File: config.mk
export PLATFORM = sky130hd
export DESIGN_NAME = mc_cpu
export DESIGN_NICKNAME = d
export VERILOG_FILES = /design/src/rtl/mc_cpu.sv
export SDC_FILE = /design/constraint.sdc
export NUM_CORES = 2
export LEC_CHECK = 0
export ABC_AREA = 1
export CORE_UTILIZATION = 34
export DETAILED_ROUTE_END_ITERATION = 6
export DONT_BUFFER_PORTS = 1
export SYNTH_ARGS = -nofsm -noshare
export SYNTH_HDL_FRONTEND = slang
export SYNTH_SLANG_ARGS = --single-unit
File: constraint.sdc
create_clock -name Clk -period 4.5 [get_ports Clk]
set_input_delay 0.675 -clock Clk [delete_from_list [all_inputs] [get_ports Clk]]
set_output_delay 0.675 -clock Clk [all_outputs]
set_load 0.005 [all_outputs]
File: src/rtl/mc_cpu.sv
// Multi-cycle MIPS-subset core with a single req/ready memory port.
// Illegal opcodes, misaligned data accesses and misaligned fetch targets trap to a sticky HALT.
module mc_cpu #(
  parameter logic [31:0] RESET_PC = 32'h0000_0000,
  parameter int          CNT_W    = 32
) (
  input  logic             Clk,
  input  logic             Clrn,
  output logic             mem_req,
  output logic             mem_we,
  output logic [31:0]      mem_addr,
  output logic [31:0]      mem_wdata,
  input  logic [31:0]      mem_rdata,
  input  logic             mem_ready,
  output logic             halt,
  output logic [31:0]      pc_o,
  output logic [CNT_W-1:0] instret
);
  typedef enum logic [2:0] {S_FETCH, S_DECODE, S_EXEC, S_MEM, S_WB, S_HALT} state_t;

  localparam logic [5:0] OP_R    = 6'h00, OP_J    = 6'h02, OP_JAL  = 6'h03, OP_BEQ  = 6'h04;
  localparam logic [5:0] OP_BNE  = 6'h05, OP_ADDI = 6'h08, OP_ANDI = 6'h0C, OP_ORI  = 6'h0D;
  localparam logic [5:0] OP_XORI = 6'h0E, OP_LUI  = 6'h0F, OP_LW   = 6'h23, OP_SW   = 6'h2B;
  localparam logic [5:0] FN_SLL  = 6'h00, FN_SRL  = 6'h02, FN_JR   = 6'h08, FN_ADD  = 6'h20;
  localparam logic [5:0] FN_SUB  = 6'h22, FN_AND  = 6'h24, FN_OR   = 6'h25, FN_XOR  = 6'h26;
  localparam logic [5:0] FN_SLT  = 6'h2A;

  state_t            r_state;
  logic [31:0]       r_pc, r_npc, r_ir, r_a, r_b, r_alu, r_mdr;
  logic [31:0]       r_addr, r_wdata;
  logic              r_req, r_we, r_halt;
  logic [CNT_W-1:0]  r_instret;
  logic [31:0]       r_regs [0:31];

  logic [5:0]  w_op, w_funct;
  logic [4:0]  w_rs, w_rt, w_rd, w_shamt;
  logic [31:0] w_simm, w_zimm, w_ea, w_ctl_pc, w_alu, w_wb_data;
  logic [4:0]  w_wb_dest;
  logic        w_legal, w_is_jr, w_is_ctl, w_is_mem, w_taken;

  assign w_op      = r_ir[31:26];
  assign w_rs      = r_ir[25:21];
  assign w_rt      = r_ir[20:16];
  assign w_rd      = r_ir[15:11];
  assign w_shamt   = r_ir[10:6];
  assign w_funct   = r_ir[5:0];
  assign w_simm    = {{16{r_ir[15]}}, r_ir[15:0]};
  assign w_zimm    = {16'h0000, r_ir[15:0]};
  assign w_ea      = r_a + w_simm;
  assign w_is_jr   = (w_op == OP_R) && (w_funct == FN_JR);
  assign w_is_ctl  = (w_op == OP_BEQ) || (w_op == OP_BNE) || (w_op == OP_J) ||
                     (w_op == OP_JAL) || w_is_jr;
  assign w_is_mem  = (w_op == OP_LW) || (w_op == OP_SW);
  assign w_taken   = (w_op == OP_BEQ) ? (r_a == r_b) : (r_a != r_b);
  assign w_wb_dest = (w_op == OP_R) ? w_rd : w_rt;
  assign w_wb_data = (w_op == OP_LW) ? r_mdr : r_alu;

  always_comb begin
    w_legal = 1'b0;
    case (w_op)
      OP_R: begin
        case (w_funct)
          FN_ADD, FN_SUB, FN_AND, FN_OR, FN_XOR, FN_SLT, FN_SLL, FN_SRL, FN_JR: w_legal = 1'b1;
          default: w_legal = 1'b0;
        endcase
      end
      OP_J, OP_JAL, OP_BEQ, OP_BNE, OP_ADDI, OP_ANDI, OP_ORI, OP_XORI,
      OP_LUI, OP_LW, OP_SW: w_legal = 1'b1;
      default: w_legal = 1'b0;
    endcase
  end

  always_comb begin
    w_alu = 32'h0;
    case (w_op)
      OP_R: begin
        case (w_funct)
          FN_ADD:  w_alu = r_a + r_b;
          FN_SUB:  w_alu = r_a - r_b;
          FN_AND:  w_alu = r_a & r_b;
          FN_OR:   w_alu = r_a | r_b;
          FN_XOR:  w_alu = r_a ^ r_b;
          FN_SLT:  w_alu = {31'b0, ($signed(r_a) < $signed(r_b))};
          FN_SLL:  w_alu = r_b << w_shamt;
          FN_SRL:  w_alu = r_b >> w_shamt;
          default: w_alu = 32'h0;
        endcase
      end
      OP_ADDI: w_alu = r_a + w_simm;
      OP_ANDI: w_alu = r_a & w_zimm;
      OP_ORI:  w_alu = r_a | w_zimm;
      OP_XORI: w_alu = r_a ^ w_zimm;
      OP_LUI:  w_alu = {r_ir[15:0], 16'h0000};
      default: w_alu = 32'h0;
    endcase
  end

  always_comb begin
    w_ctl_pc = r_npc;
    if (w_is_jr)
      w_ctl_pc = r_a;
    else if ((w_op == OP_J) || (w_op == OP_JAL))
      w_ctl_pc = {r_npc[31:28], r_ir[25:0], 2'b00};
    else if (((w_op == OP_BEQ) || (w_op == OP_BNE)) && w_taken)
      w_ctl_pc = r_npc + (w_simm << 2);
  end

  // A FETCH entered with r_req=0 is an issue cycle; an unaligned pc traps there before any request.
  always_ff @(posedge Clk or negedge Clrn) begin
    if (!Clrn) begin
      r_state   <= S_FETCH;
      r_pc      <= RESET_PC;
      r_npc     <= 32'h0;
      r_ir      <= 32'h0;
      r_a       <= 32'h0;
      r_b       <= 32'h0;
      r_alu     <= 32'h0;
      r_mdr     <= 32'h0;
      r_addr    <= 32'h0;
      r_wdata   <= 32'h0;
      r_req     <= 1'b0;
      r_we      <= 1'b0;
      r_halt    <= 1'b0;
      r_instret <= '0;
      for (int i = 0; i < 32; i++) r_regs[i] <= 32'h0;
    end else begin
      case (r_state)
        S_FETCH: begin
          if (!r_req) begin
            if (r_pc[1:0] != 2'b00) begin
              r_state <= S_HALT;
              r_halt  <= 1'b1;
            end else begin
              r_req  <= 1'b1;
              r_we   <= 1'b0;
              r_addr <= r_pc;
            end
          end else if (mem_ready) begin
            r_ir    <= mem_rdata;
            r_npc   <= r_pc + 32'd4;
            r_req   <= 1'b0;
            r_state <= S_DECODE;
          end
        end
        S_DECODE: begin
          r_a <= r_regs[w_rs];
          r_b <= r_regs[w_rt];
          if (!w_legal) begin
            r_state <= S_HALT;
            r_halt  <= 1'b1;
          end else begin
            r_state <= S_EXEC;
          end
        end
        S_EXEC: begin
          if (w_is_ctl) begin
            r_pc      <= w_ctl_pc;
            r_instret <= r_instret + CNT_W'(1);
            r_state   <= S_FETCH;
            if (w_op == OP_JAL) r_regs[31] <= r_npc;
            if (w_ctl_pc[1:0] == 2'b00) begin
              r_req  <= 1'b1;
              r_we   <= 1'b0;
              r_addr <= w_ctl_pc;
            end
          end else if (w_is_mem) begin
            if (w_ea[1:0] != 2'b00) begin
              r_state <= S_HALT;
              r_halt  <= 1'b1;
            end else begin
              r_state <= S_MEM;
              r_req   <= 1'b1;
              r_addr  <= w_ea;
              r_we    <= (w_op == OP_SW);
              if (w_op == OP_SW) r_wdata <= r_b;
            end
          end else begin
            r_alu   <= w_alu;
            r_state <= S_WB;
          end
        end
        S_MEM: begin
          if (mem_ready) begin
            r_req <= 1'b0;
            r_we  <= 1'b0;
            if (w_op == OP_SW) begin
              r_pc      <= r_npc;
              r_instret <= r_instret + CNT_W'(1);
              r_state   <= S_FETCH;
            end else begin
              r_mdr   <= mem_rdata;
              r_state <= S_WB;
            end
          end
        end
        S_WB: begin
          if (w_wb_dest != 5'd0) r_regs[w_wb_dest] <= w_wb_data;
          r_pc      <= r_npc;
          r_instret <= r_instret + CNT_W'(1);
          r_state   <= S_FETCH;
          r_req     <= 1'b1;
          r_we      <= 1'b0;
          r_addr    <= r_npc;
        end
        S_HALT: begin
          r_req <= 1'b0;
          r_we  <= 1'b0;
        end
        default: r_state <= S_HALT;
      endcase
    end
  end

  assign mem_req   = r_req;
  assign mem_we    = r_we;
  assign mem_addr  = r_addr;
  assign mem_wdata = r_wdata;
  assign halt      = r_halt;
  assign pc_o      = r_pc;
  assign instret   = r_instret;
endmodule
==> out/results.tsv <==
stage	metric	value	unit
run_status	status	finished with violations	
run_status	failing checks	negative hold slack	
pwr	Int Pwr	24.8	mW
critical_path	R2R setup slack	0.54	ns
sta	Final Max Slew Viols	0	
global_route	GRT Overall Usage	31.1	%
routing	post-DR vias/cell	5.87	
pwr	clock share of power	31.5	%
final_layout	Area Overhead vs Synth	11.2	%
global_route	grt ovf	0	
global_route	largest net degree at the start of global routing	217	
sta	RSZ-0062 raised after global routing	no	
clocking	clk sink count	1350	
yosys	post-synthesis sequential area ratio	40.0	%
sta	max frequency	0.253	GHz
global_route	antenna violations before repair	41	
floorplanning	Initial Util	34.3	%
yosys	synthesized instance count	12037	
clocking	clock root cell	clkbuf_16	
critical_path	CP required	5.24	ns
yosys	syn_nets	12264	
yosys	Mean Syn Cell Area	7.02	sq um
pwr	Net Sw Frac	41.9	%
sta	Setup Viol. Count Final	0	
yosys	Yosys top cell area share	40.0	%
yosys	simple-gate share of the synthesized area	24.5	%
yosys	YS warnings	0	
critical_path	Setup crit start	r_a[10]	
pwr	Reg power frac	33.8	%
sta	Worst Max-Slew Pin Slew	1.44	ns
routing	Via Count	87992	
placed_design	DP Wirelength	268000	microns
yosys	Async S/R FF share, synth	100	%
sta	Setup TNS Final	0	ns
final_layout	non-filler cells, final	14989	
critical_path	crit-path most repeated cell	nand2_1	
global_route	first-pass GRT wire length	579000	microns
critical_path	Max FO, Critical Path	25	
floorplanning	Die H	500	microns
final_layout	NumNets Final	11771	
yosys	multiplexer share of the synthesized area	0.864	%
pwr	switching power	17.9	mW
final_layout	fin util	38.1	%
sta	max_slew headroom	3.28	%
sta	Final Hold Vio Count	1	
critical_path	crit path to	mem_addr[18]	
routing	DR pass1 iterations	7	
sta	Tmin final	3.96	ns
hold_path	worst min-delay path class	input pin to async pin	
yosys	Synth Area in XOR/XNOR	0.798	%
global_route	number of global-route vias before repair	80149	
critical_path	Critical Path End Type	register	
clocking	Clk Latency, worst-skew pair	0.86	ns
final_layout	layout filler cell count	26038	
floorplanning	Top-Level Pins	166	
clocking	number of H-tree levels	4	
critical_path	Crit-path slowest cell	dfrtp_1	
placed_design	port buffer count	0	
critical_path	Worst R2R End	mem_addr[18]	
floorplanning	die width	500	microns
critical_path	launching point of the worst reg2reg path	r_a[10]	
floorplanning	Core Region	246000	sq um
routing	drt total wl	401000	microns
pwr	Pwr per Cell Area	454	nW/um^2
final_layout	share of layout cells above drive strength 1	5.93	%
pwr	combinational share of power	34.7	%
yosys	most frequent cell after synthesis	nand2_1	
floorplanning	die area	250000	sq um
yosys	post-synth cell types	58	
clocking	Clock Path Buffers	3	
sta	final worst-path cycle share	87.9	%
yosys	Compound-Gate Fraction of Synth Area	23.7	%
yosys	register bit total from synthesis	1350	
clocking	Worst-path clk slew	0.07	ns
critical_path	CP Class	register to register	
sta	Hold WS	-0.00381	ns
critical_path	crit path DAT	4.70	ns
routing	DR iter-0 viols	11553	
yosys	Cell Area, Synth	84500	sq um
floorplanning	# rows	182	
sta	clk_skew	0.0607	ns
yosys	largest family of logic cells by synthesized area	simple AND/OR/NAND/NOR gates	
critical_path	critical-path cell list	inv_1 > ha_1 > nor2_1 > nand2_1 > nor2_1 > nand2_1 > o21ai_1 > nand2_1 > nor2_1 > buf_4 > o21ai_0 > nand2_1 > nand2_1 > nand3_1 > nand2_1 > nand2_1 > nand2_1	
yosys	Area contributors post-synth	dfrtp_1 (40%), nand2_1 (13%), o21ai_0 (10%)	
routing	residual DRC count	0	
clocking	post-cts resize count	0	
critical_path	CP peak stage delay	0.57	ns
run	MaxCap Viol Count	0	
routing	Wirelength per Cell	26.7	microns
clocking	clock buffer count from CTS	158	
clocking	TritonCTS clock tree	yes	
yosys	synth cell count leaders	nand2_1 (2833), o21ai_0 (1755), nor2_1 (1497)	
yosys	EDFF count, synth	0	
placed_design	placed insts	14663	
pwr	static leakage	40.9	nW
yosys	largest area contributor in the netlist	dfrtp_1	
placed_design	GP Congestion	1.08	
critical_path	crit start category	register	
yosys	Post-Synth Adder-Cell Area	2.88	%
pwr	peak supply drop	410	uV
critical_path	Worst R2R Path Depth	17	
routing	post-route antenna net violation count	0	
yosys	Top FF cell, synth	dfrtp_1	
[layout make-up]
class | count | area, sq um | share of cell area (%)
Tap cell | 3312 | 4140 | 4.41
Timing Repair Buffer | 308 | 3160 | 3.36
Inverter | 622 | 2370 | 2.52
Multi-Input combinational cell | 9104 | 45100 | 48.1
Clock inverter | 42 | 653 | 0.695
Antenna cell | 19 | 47.5 | 0.0506
Clock buffer | 232 | 4600 | 4.89
Sequential cell | 1350 | 33800 | 36.0
[worst max-delay path: cells and delay by family (launching register included)]
| family | cells | cell delay (ns) |
|---|---|---|
| AO/OA/AOI/OAI | 2 | 0.40 |
| adder cells (fa/ha/maj) | 1 | 0.54 |
| AND/OR/NAND/NOR | 12 | 1.56 |
| buffers and inverters | 2 | 0.76 |
| flip-flops | 1 | 0.57 |
[kinds of logic after synthesis]
| kind of cell | after synthesis |
|---|---|
| multiplexers | 69 |
| XOR/XNOR | 77 |
| buffers and inverters | 1583 |
| AO/OA/AOI/OAI | 3612 |
| adder cells (fa/ha/maj) | 192 |
| AND/OR/NAND/NOR | 5154 |
| flip-flops | 1350 |
[cells in the final DEF, fill, tap and decap left out, types with 41 or more instances in the layout]
cell type / instances
nand3_1: 589
nor3_1: 80
o311ai_0: 101
nor2_1: 1493
o221ai_1: 176
ha_1: 188
dfrtp_1: 1336
clkbuf_1: 41
xor2_1: 53
inv_1: 594
o22ai_1: 307
clkbuf_16: 161
o211ai_1: 48
buf_12: 50
a21oi_1: 551
buf_4: 220
o21ai_1: 538
nand2_1: 2817
nand4_1: 59
o21ai_0: 1755
[metrics by stage]
stage / cell area [sq um] / hold slack, ns / total power [mW] / setup slack (ns)
5_1_grt: 93900 / 0.0378 / 44.5 / 0.526
4_1_cts: 93900 / 0.0189 / 42.2 / 0.731
3_5_place_dp: 88300 / 0.389 / 28.7 / 0.717
3_3_place_gp: 88300 / 0.388 / 28.8 / 0.708
6_report: 93900 / -0.00381 / 42.7 / 0.544
2_1_floorplan: 84500 / 0.379 / 23.0 / 1.67
[per-layer routing]
| layer | vias up | GRT usage [%] | share of wire, % |
|---|---|---|---|
| li1 | 39665 | - | - |
| met4 | 36 | 18.9 | 6.8 |
| met1 | 42047 | 40.4 | 40 |
| met2 | 5196 | 46.0 | 42 |
| met5 | - | 0 | 0.064 |
| met3 | 1048 | 8.15 | 11 |
[power by group through the flow]
| stage | clock (mW) | sequential, mW | combinational (mW) |
|---|---|---|---|
| after CTS | 13.6 | 14.3 | 14.3 |
| after global routing | 14.0 | 14.4 | 16.0 |
| after floorplan | 0 | 13.7 | 9.29 |
| after detailed placement | 0 | 14.5 | 14.2 |
| final | 13.4 | 14.4 | 14.8 |
| after global placement | 0 | 14.5 | 14.3 |
[sequential cells by signal (all words and copies together), names as in the netlist, 32 cells and up]
| register | flops |
|---|---|
| r_b | 32 |
| mem_wdata | 32 |
| mem_addr | 32 |
| r_npc | 32 |
| instret | 32 |
| r_alu | 32 |
| pc_o | 32 |
| r_regs | 1024 |
| r_ir | 32 |
| r_mdr | 32 |
| r_a | 32 |
[worst min-delay path by stage]
stage / from / to / slack, ns / depth (start not counted)
after global placement: r_regs[1002] / r_regs[1002] / 0.39 / 0
after detailed placement: r_regs[1015] / r_regs[1015] / 0.39 / 0
after floorplan: Clrn / halt / 0.38 / 0
final: Clrn / r_regs[819] / -0.004 / 2
after CTS: Clrn / r_regs[819] / 0.02 / 2
after global routing: Clrn / r_regs[819] / 0.04 / 2
[what timing repair did]
item	in CTS	in global routing
hold endpoints to repair	186	0
hold buffers	33	0
setup buffers	0	0
setup endpoints to repair	0	0
No activity file was read; power rests on OpenSTA's default activity.
